### config.mk
export PLATFORM = sky130hd
export DESIGN_NAME = dm_axi_bridge
export DESIGN_NICKNAME = d
export VERILOG_FILES = /design/src/rtl/dm_axi_bridge.sv
export SDC_FILE = /design/constraint.sdc
export NUM_CORES = 1
export LEC_CHECK = 0
export BUFFER_PORTS_ARGS = -buffer_cell sky130_fd_sc_hd__buf_4
export CORE_ASPECT_RATIO = 1.4
export CORE_UTILIZATION = 30
export CTS_CLUSTER_SIZE = 30
export DETAILED_ROUTE_END_ITERATION = 12
export PLACE_DENSITY = 0.62
export SETUP_SLACK_MARGIN = 0.02
export SYNTH_ARGS = -nofsm -noshare
export SYNTH_HDL_FRONTEND = slang
export SYNTH_SLANG_ARGS = --single-unit
### constraint.sdc
create_clock -name clk -period 3.8 [get_ports clk]
set_input_delay 0.76 -clock clk [delete_from_list [all_inputs] [get_ports clk]]
set_output_delay 0.76 -clock clk [all_outputs]
set_load 0.1 [all_outputs]
### src/rtl/dm_axi_bridge.sv
// dm_axi_bridge: CPU data-memory port to single-beat AXI4 master.
// Define DM_POSTED_WRITE_EN to collect write responses in the background.
module dm_axi_bridge #(
  parameter int ADDR_W = 32,
  parameter int DATA_W = 32,
  parameter int ID_W = 4,
  parameter logic [ID_W-1:0] MASTER_ID = ID_W'(4'h1)
) (
  input  logic              clk,
  input  logic              rst,
  input  logic              cpu_read,
  input  logic              cpu_write,
  input  logic [ADDR_W-1:0] cpu_addr,
  input  logic [3:0]        cpu_bweb,
  input  logic [DATA_W-1:0] cpu_wdata,
  output logic [DATA_W-1:0] cpu_rdata,
  output logic              cpu_stall,
  output logic              bus_err,
  output logic [ID_W-1:0]   arid,
  output logic [ADDR_W-1:0] araddr,
  output logic [7:0]        arlen,
  output logic [2:0]        arsize,
  output logic [1:0]        arburst,
  output logic              arvalid,
  input  logic              arready,
  input  logic [ID_W-1:0]   rid,
  input  logic [DATA_W-1:0] rdata,
  input  logic [1:0]        rresp,
  input  logic              rlast,
  input  logic              rvalid,
  output logic              rready,
  output logic [ID_W-1:0]   awid,
  output logic [ADDR_W-1:0] awaddr,
  output logic [7:0]        awlen,
  output logic [2:0]        awsize,
  output logic [1:0]        awburst,
  output logic              awvalid,
  input  logic              awready,
  output logic [DATA_W-1:0] wdata,
  output logic [3:0]        wstrb,
  output logic              wlast,
  output logic              wvalid,
  input  logic              wready,
  input  logic [ID_W-1:0]   bid,
  input  logic [1:0]        bresp,
  input  logic              bvalid,
  output logic              bready
);

  typedef enum logic [2:0] {
    S_IDLE, S_RD_A, S_RD_D, S_WR, S_WR_B, S_DONE
  } state_e;

  state_e            state_q, state_d;
  logic [ADDR_W-1:0] addr_q, addr_d;
  logic [DATA_W-1:0] wdata_q, wdata_d;
  logic [3:0]        wstrb_q, wstrb_d;
  logic [DATA_W-1:0] rdata_q, rdata_d;
  logic              aw_done_q, aw_done_d;
  logic              w_done_q, w_done_d;
  logic              err_q, err_d;
  logic              can_go;
  logic              r_bad, b_bad;
`ifdef DM_POSTED_WRITE_EN
  logic              b_pend_q, b_pend_d;
`endif

  assign r_bad = (rresp != 2'b00) || (rid != MASTER_ID) || !rlast;
  assign b_bad = (bresp != 2'b00) || (bid != MASTER_ID);

  assign arid    = MASTER_ID;
  assign araddr  = addr_q;
  assign arlen   = 8'd0;
  assign arsize  = 3'b010;
  assign arburst = 2'b01;
  assign awid    = MASTER_ID;
  assign awaddr  = addr_q;
  assign awlen   = 8'd0;
  assign awsize  = 3'b010;
  assign awburst = 2'b01;
  assign wdata   = wdata_q;
  assign wstrb   = wstrb_q;
  assign wlast   = 1'b1;

  assign cpu_rdata = rdata_q;
  assign bus_err   = err_q;
  assign cpu_stall = (cpu_read | cpu_write) && (state_q != S_DONE);

  always_comb begin
    state_d   = state_q;
    addr_d    = addr_q;
    wdata_d   = wdata_q;
    wstrb_d   = wstrb_q;
    rdata_d   = rdata_q;
    aw_done_d = aw_done_q;
    w_done_d  = w_done_q;
    err_d     = err_q;
    arvalid   = 1'b0;
    rready    = 1'b0;
    awvalid   = 1'b0;
    wvalid    = 1'b0;
    bready    = 1'b0;
`ifdef DM_POSTED_WRITE_EN
    // Outstanding B blocks new requests but drains in any state
    b_pend_d  = b_pend_q;
    can_go    = !b_pend_q;
    bready    = b_pend_q;
    if (b_pend_q && bvalid) begin
      b_pend_d = 1'b0;
      if (b_bad) err_d = 1'b1;
    end
`else
    can_go    = 1'b1;
`endif
    unique case (state_q)
      S_IDLE: begin
        if (cpu_write && can_go) begin
          addr_d    = cpu_addr;
          wdata_d   = cpu_wdata;
          wstrb_d   = ~cpu_bweb;
          aw_done_d = 1'b0;
          w_done_d  = 1'b0;
          state_d   = S_WR;
        end else if (cpu_read && can_go) begin
          addr_d  = cpu_addr;
          state_d = S_RD_A;
        end
      end
      S_RD_A: begin
        arvalid = 1'b1;
        if (arready) state_d = S_RD_D;
      end
      S_RD_D: begin
        rready = 1'b1;
        if (rvalid) begin
          rdata_d = rdata;
          if (r_bad) err_d = 1'b1;
          state_d = S_DONE;
        end
      end
      S_WR: begin
        awvalid   = !aw_done_q;
        wvalid    = !w_done_q;
        aw_done_d = aw_done_q | awready;
        w_done_d  = w_done_q | wready;
        if (aw_done_d && w_done_d) begin
`ifdef DM_POSTED_WRITE_EN
          b_pend_d = 1'b1;
          state_d  = S_DONE;
`else
          state_d  = S_WR_B;
`endif
        end
      end
      S_WR_B: begin
        bready = 1'b1;
        if (bvalid) begin
          if (b_bad) err_d = 1'b1;
          state_d = S_DONE;
        end
      end
      S_DONE: state_d = S_IDLE;
      default: state_d = S_IDLE;
    endcase
  end

  always_ff @(posedge clk) begin
    if (!rst) begin
      state_q   <= S_IDLE;
      addr_q    <= '0;
      wdata_q   <= '0;
      wstrb_q   <= '0;
      rdata_q   <= '0;
      aw_done_q <= 1'b0;
      w_done_q  <= 1'b0;
      err_q     <= 1'b0;
`ifdef DM_POSTED_WRITE_EN
      b_pend_q  <= 1'b0;
`endif
    end else begin
      state_q   <= state_d;
      addr_q    <= addr_d;
      wdata_q   <= wdata_d;
      wstrb_q   <= wstrb_d;
      rdata_q   <= rdata_d;
      aw_done_q <= aw_done_d;
      w_done_q  <= w_done_d;
      err_q     <= err_d;
`ifdef DM_POSTED_WRITE_EN
      b_pend_q  <= b_pend_d;
`endif
    end
  end

endmodule

-- Word-level counts from Yosys, hierarchy flattened
Index checks and enable logic that the tools add are counted.
- register bits after elaboration: 106
- ROM bits: 0
- RAM bits: 0
- input port bits: 122
- memories: 0
- latch bits: 0
- add/subtract/negate cells: 0
- div/mod/pow operators: 0
- reduce and logical (&&, ||, !) cells: 20
- muxes and demuxes: 22
- multiply operators: 0
- bitwise logic cells: 4
- equal/unequal tests: 15
- order comparisons: 0
- shift operators: 0
- operators by type and width (operator ; count):
    32-bit 2-to-1 mux ; 2
    3-bit 2-to-1 mux ; 6
    3-bit case mux with 5 select lines ; 1
    2-bit != test, second input constant ; 7
    1-bit 2-to-1 mux ; 10
    5-bit AND reduction ; 2
    2-bit nonzero test ; 5
    4-bit by 1-bit != test with 1-bit output, second input constant ; 2
    2-bit AND reduction ; 4
    3-bit by 2-bit equality test with 1-bit output, second input constant ; 2
    3-bit != test, second input constant ; 2
    1-bit case mux with 2 select lines ; 3
    4-bit inverter ; 1
    3-bit by 1-bit equality test with 1-bit output, second input constant ; 1
    3-bit equality test, second input constant ; 1
    1-bit logical NOT ; 3
    3-bit logical NOT ; 1
    1-bit logical OR ; 3
    1-bit OR ; 3
    1-bit logical AND ; 2

-- Depth between registers and ports, before layout
- depth in word-level cells: 6
- gate-level depth with buffers: 6

-- Worst setup path after synthesis
No wires, ideal clock.
- kind: input to output
- from: input cpu_write
- to: output cpu_stall
- path slack: 0.767 ns
- buffers on the path: 0
- required time: 3.040 ns
- cell stages on the path: 2
- arrival: 2.273 ns
- path through: nor2_1 a21oi_1
- longest elaborated chain between the ends: 2
- RTL lines (element ; line ; source):
    start: declaration ; 12 ; input logic cpu_write,
    1-bit OR ; 87 ; assign cpu_stall = (cpu_read | cpu_write) && (state_q != S_DONE);
    1-bit logical AND ; 87 ;
    end: declaration ; 17 ; output logic cpu_stall,
Every way passes these cells.

-- Worst setup path after layout
- from: register state_q[1]
- to: output wvalid
- longest elaborated chain between the ends: 2
- RTL lines (element ; line ; source):
    start: declaration ; 54 ; state_e state_q, state_d;
    start signal: assignment ; 181 ; state_q <= state_d;
    3-bit by 2-bit equality test with 1-bit output ; 115 ; unique case (state_q)
    1-bit 2-to-1 mux ; 115 ;
    end: declaration ; 42 ; output logic wvalid,
Every way passes these cells.

==> results_dict.tcl <==
set metrics [dict create \
    dpl_cell_area_mm2 0.00629 \
    syn_area_per_cell_um2 8.32 \
    clock-sinks 106 \
    yosysSeqAreaShare_pct 45.9 \
    gp_congestion 0.743 \
    dieArea_mm2 0.0159 \
    start_kind "register" \
    grt_pass1_vias 3573 \
    dr.pass1.iters 4 \
    place_hpwl_mm 8.97 \
    initial_core_util_pct 30.7 \
    clkLatencyLatePin_ns 0.34 \
    grt_setup_unrepaired "no" \
    rows 53 \
    synthXorXnorAreaFrac_pct 0 \
    io_buffers 260 \
    min_period_ns 2.44 \
    path_class "register to output pin" \
    seq_area_mm2 0.00212 \
    syn_inst 556 \
    finClkSkew_ns 0.00698 \
    vdd_drop_max_uv 524 \
    grt_util_all_layers_pct 14.9 \
    fin_ws_ns 1.36 \
    ys_seq_elements 106 \
    cp-end-kind "output pin" \
    post-route-drc-count 0 \
    cts_setup_buffers 0 \
    grt_pass1_wl_mm 18.3 \
    setup-violations-final 0 \
    fp.dieW_um 107 \
    outcome "finished clean" \
    postLayoutCoreUtil_pct 43.7 \
    synth_top_family_by_area "simple AND/OR/NAND/NOR gates" \
    nNetsFinal 886 \
    num_antenna_cells 0 \
    tns_ns 0 \
    io_pins 296 \
    final_area_mm2 0.00657 \
    syn_to_final_growth_pct 42.2 \
    yosys_warnings 0 \
    drv_cap 0 \
    cts_max_path_buffers 2 \
    tightest_slew_ns 1.11 \
    synthesis.area_mm2 0.00462 \
    hold_buffers 0 \
    hold_violations 0 \
    grt_overflow_total 0 \
    drive_above_1_share_pct 37.0 \
    multi_input_area_mm2 0.00193 \
    fp.dieH_um 149 \
    cts-resized-gates 0 \
    cts_root_buf "clkbuf_16" \
    vias_per_cell 4.31 \
    cp.arrival_ns 1.68 \
    hp-class "register to register" \
    crit_path_max_fanout 8 \
    drv_slew 0 \
    nFillCells 1619 \
    place_ws_ns 1.61 \
    hold_ws_ns 0.453 \
    clk_pin_slew_worst_paths_ns 0.07 \
    fin_cells 959 \
    antenna_found_initial 0 \
    p_leak_nw 3.05 \
    ant_nets 0 \
    power.total_mw 6.38 \
    muxShareOfSynthArea_pct 0.433 \
    synth-adder-area-share_pct 0 \
    synth-simple-area-share_pct 20.4 \
    slew_headroom_pct 25.5 \
    avgRoutedWirePerCell_um 12.9 \
    htreeDepth 3 \
    drt_wl_total_mm 12.4 \
    core-area_mm2 0.0151 \
    grt_max_degree 75 \
    num_vias 4129 \
    critPathRequiredTime_ns 3.04 \
    drt-initial-drc-count 114 \
    cts_tree "done" \
    synth_compound_area_share_pct 17.9 \
    post-route-period-util_pct 64.2 \
    cellPowerDensity_mw_per_mm2 971 \
    cts_made_buffers 9 \
    dp_cells 945 \
    yosysUniqueCellTypes 31 \
    max_freq_mhz 410 \
]
-- state kept, by name (all words and copies together) (netlist names) --
register   count
wdata         32
state_q        3
aw_done_q      1
w_done_q       1
araddr        32
bus_err        1
wstrb          4
cpu_rdata     32
-- where the power goes --
part	switching (mW)	internal [mW]	total [mW]
clock network	0.419	0.507	0.926
logic	3.21	0.722	3.93
registers	0.172	1.35	1.52
-- final timing paths --
check	depth (start not counted)	from	slack [ns]	to
worst max-delay path	4	state_q[1]	1.36	wvalid
worst min-delay path	2	cpu_rdata[11]	0.45	cpu_rdata[11]
worst max register to register	5	state_q[0]	1.74	wdata[25]
worst min register to register	2	cpu_rdata[11]	0.45	cpu_rdata[11]
-- area by class of cell --
class | count | area share, %
repair buffers | 266 | 30.4
flip-flops and latches | 106 | 32.3
clock inverters | 4 | 0.818
clock buffers | 10 | 3.48
multi-input cells | 380 | 29.3
inverters | 1 | 0.0571
well taps | 192 | 3.65
-- critical path, cell delays in order, from the launching register on --
cell and delay [ns]:
dfxtp_1 0.46, nor2b_1 0.33, nand2_1 0.12, nor2_1 0.12
buf_4 0.30
-- synth_stat cells --
master	n	area, um^2
a21boi_0	42	315
a21boi_1	54	405
a21oi_1	1	5.00
a22oi_1	3	22.5
a32oi_1	1	8.76
and2_1	3	18.8
and3b_1	1	8.76
buf_2	4	20.0
buf_4	73	548
buf_6	5	56.3
clkbuf_1	20	75.1
conb_1	2	7.51
dfxtp_1	106	2120
inv_1	1	3.75
mux2i_1	2	20.0
nand2_1	207	777
nand3_1	3	15.0
nand4bb_1	1	11.3
nor2_1	6	22.5
nor2b_1	7	43.8
nor3_1	1	5.00
nor3_2	1	10.0
nor3b_2	1	12.5
nor4_1	1	6.26
o211a_1	4	40.0
o211ai_1	1	7.51
o21ai_0	1	5.00
o21ai_1	1	5.00
o221ai_1	1	8.76
o22ai_1	1	6.26
or4b_2	1	10.0
-- logic make-up (layout without fill, tap and decap cells) --
logic type,after synthesis,after routing
AO/OA/AOI/OAI,110,110
other,2,35
multiplexers,2,2
flip-flops,106,106
AND/OR/NAND/NOR,233,233
buffers and inverters,103,281
-- placed cells by master, fill, tap and decap left out --
cell,count
nand3_1,3
o21ai_2,1
dfxtp_1,106
nor2_1,6
mux2i_1,2
a21boi_1,54
nor2b_1,6
o22ai_1,1
bufinv_16,1
nor2b_2,1
conb_1,35
o221ai_1,1
clkbuf_1,1
nand2_1,207
a32oi_1,1
o21ai_0,1
and2_1,3
inv_6,1
or4b_2,1
nor4_1,1
nor3b_2,1
buf_4,266
clkbuf_16,9
o211a_1,4
nand4bb_1,1
inv_1,1
clkinvlp_4,2
a22oi_1,3
and3b_1,1
nor3_1,1
nor3_2,1
o211ai_1,1
a21boi_0,42
a21oi_1,1
-- per-layer routing --
layer  GRT usage (%)  share of wire, %  wire length (um)  vias to the layer above
met3            3.58               7.0               867                       12
met1            16.0                38              4670                     1855
met5               0                 0                 0                        -
met4            5.96               1.6               197                        0
li1                -                 -                 -                     2089
met2            27.5                54              6650                      173
Power figures use the tool's default switching activity.
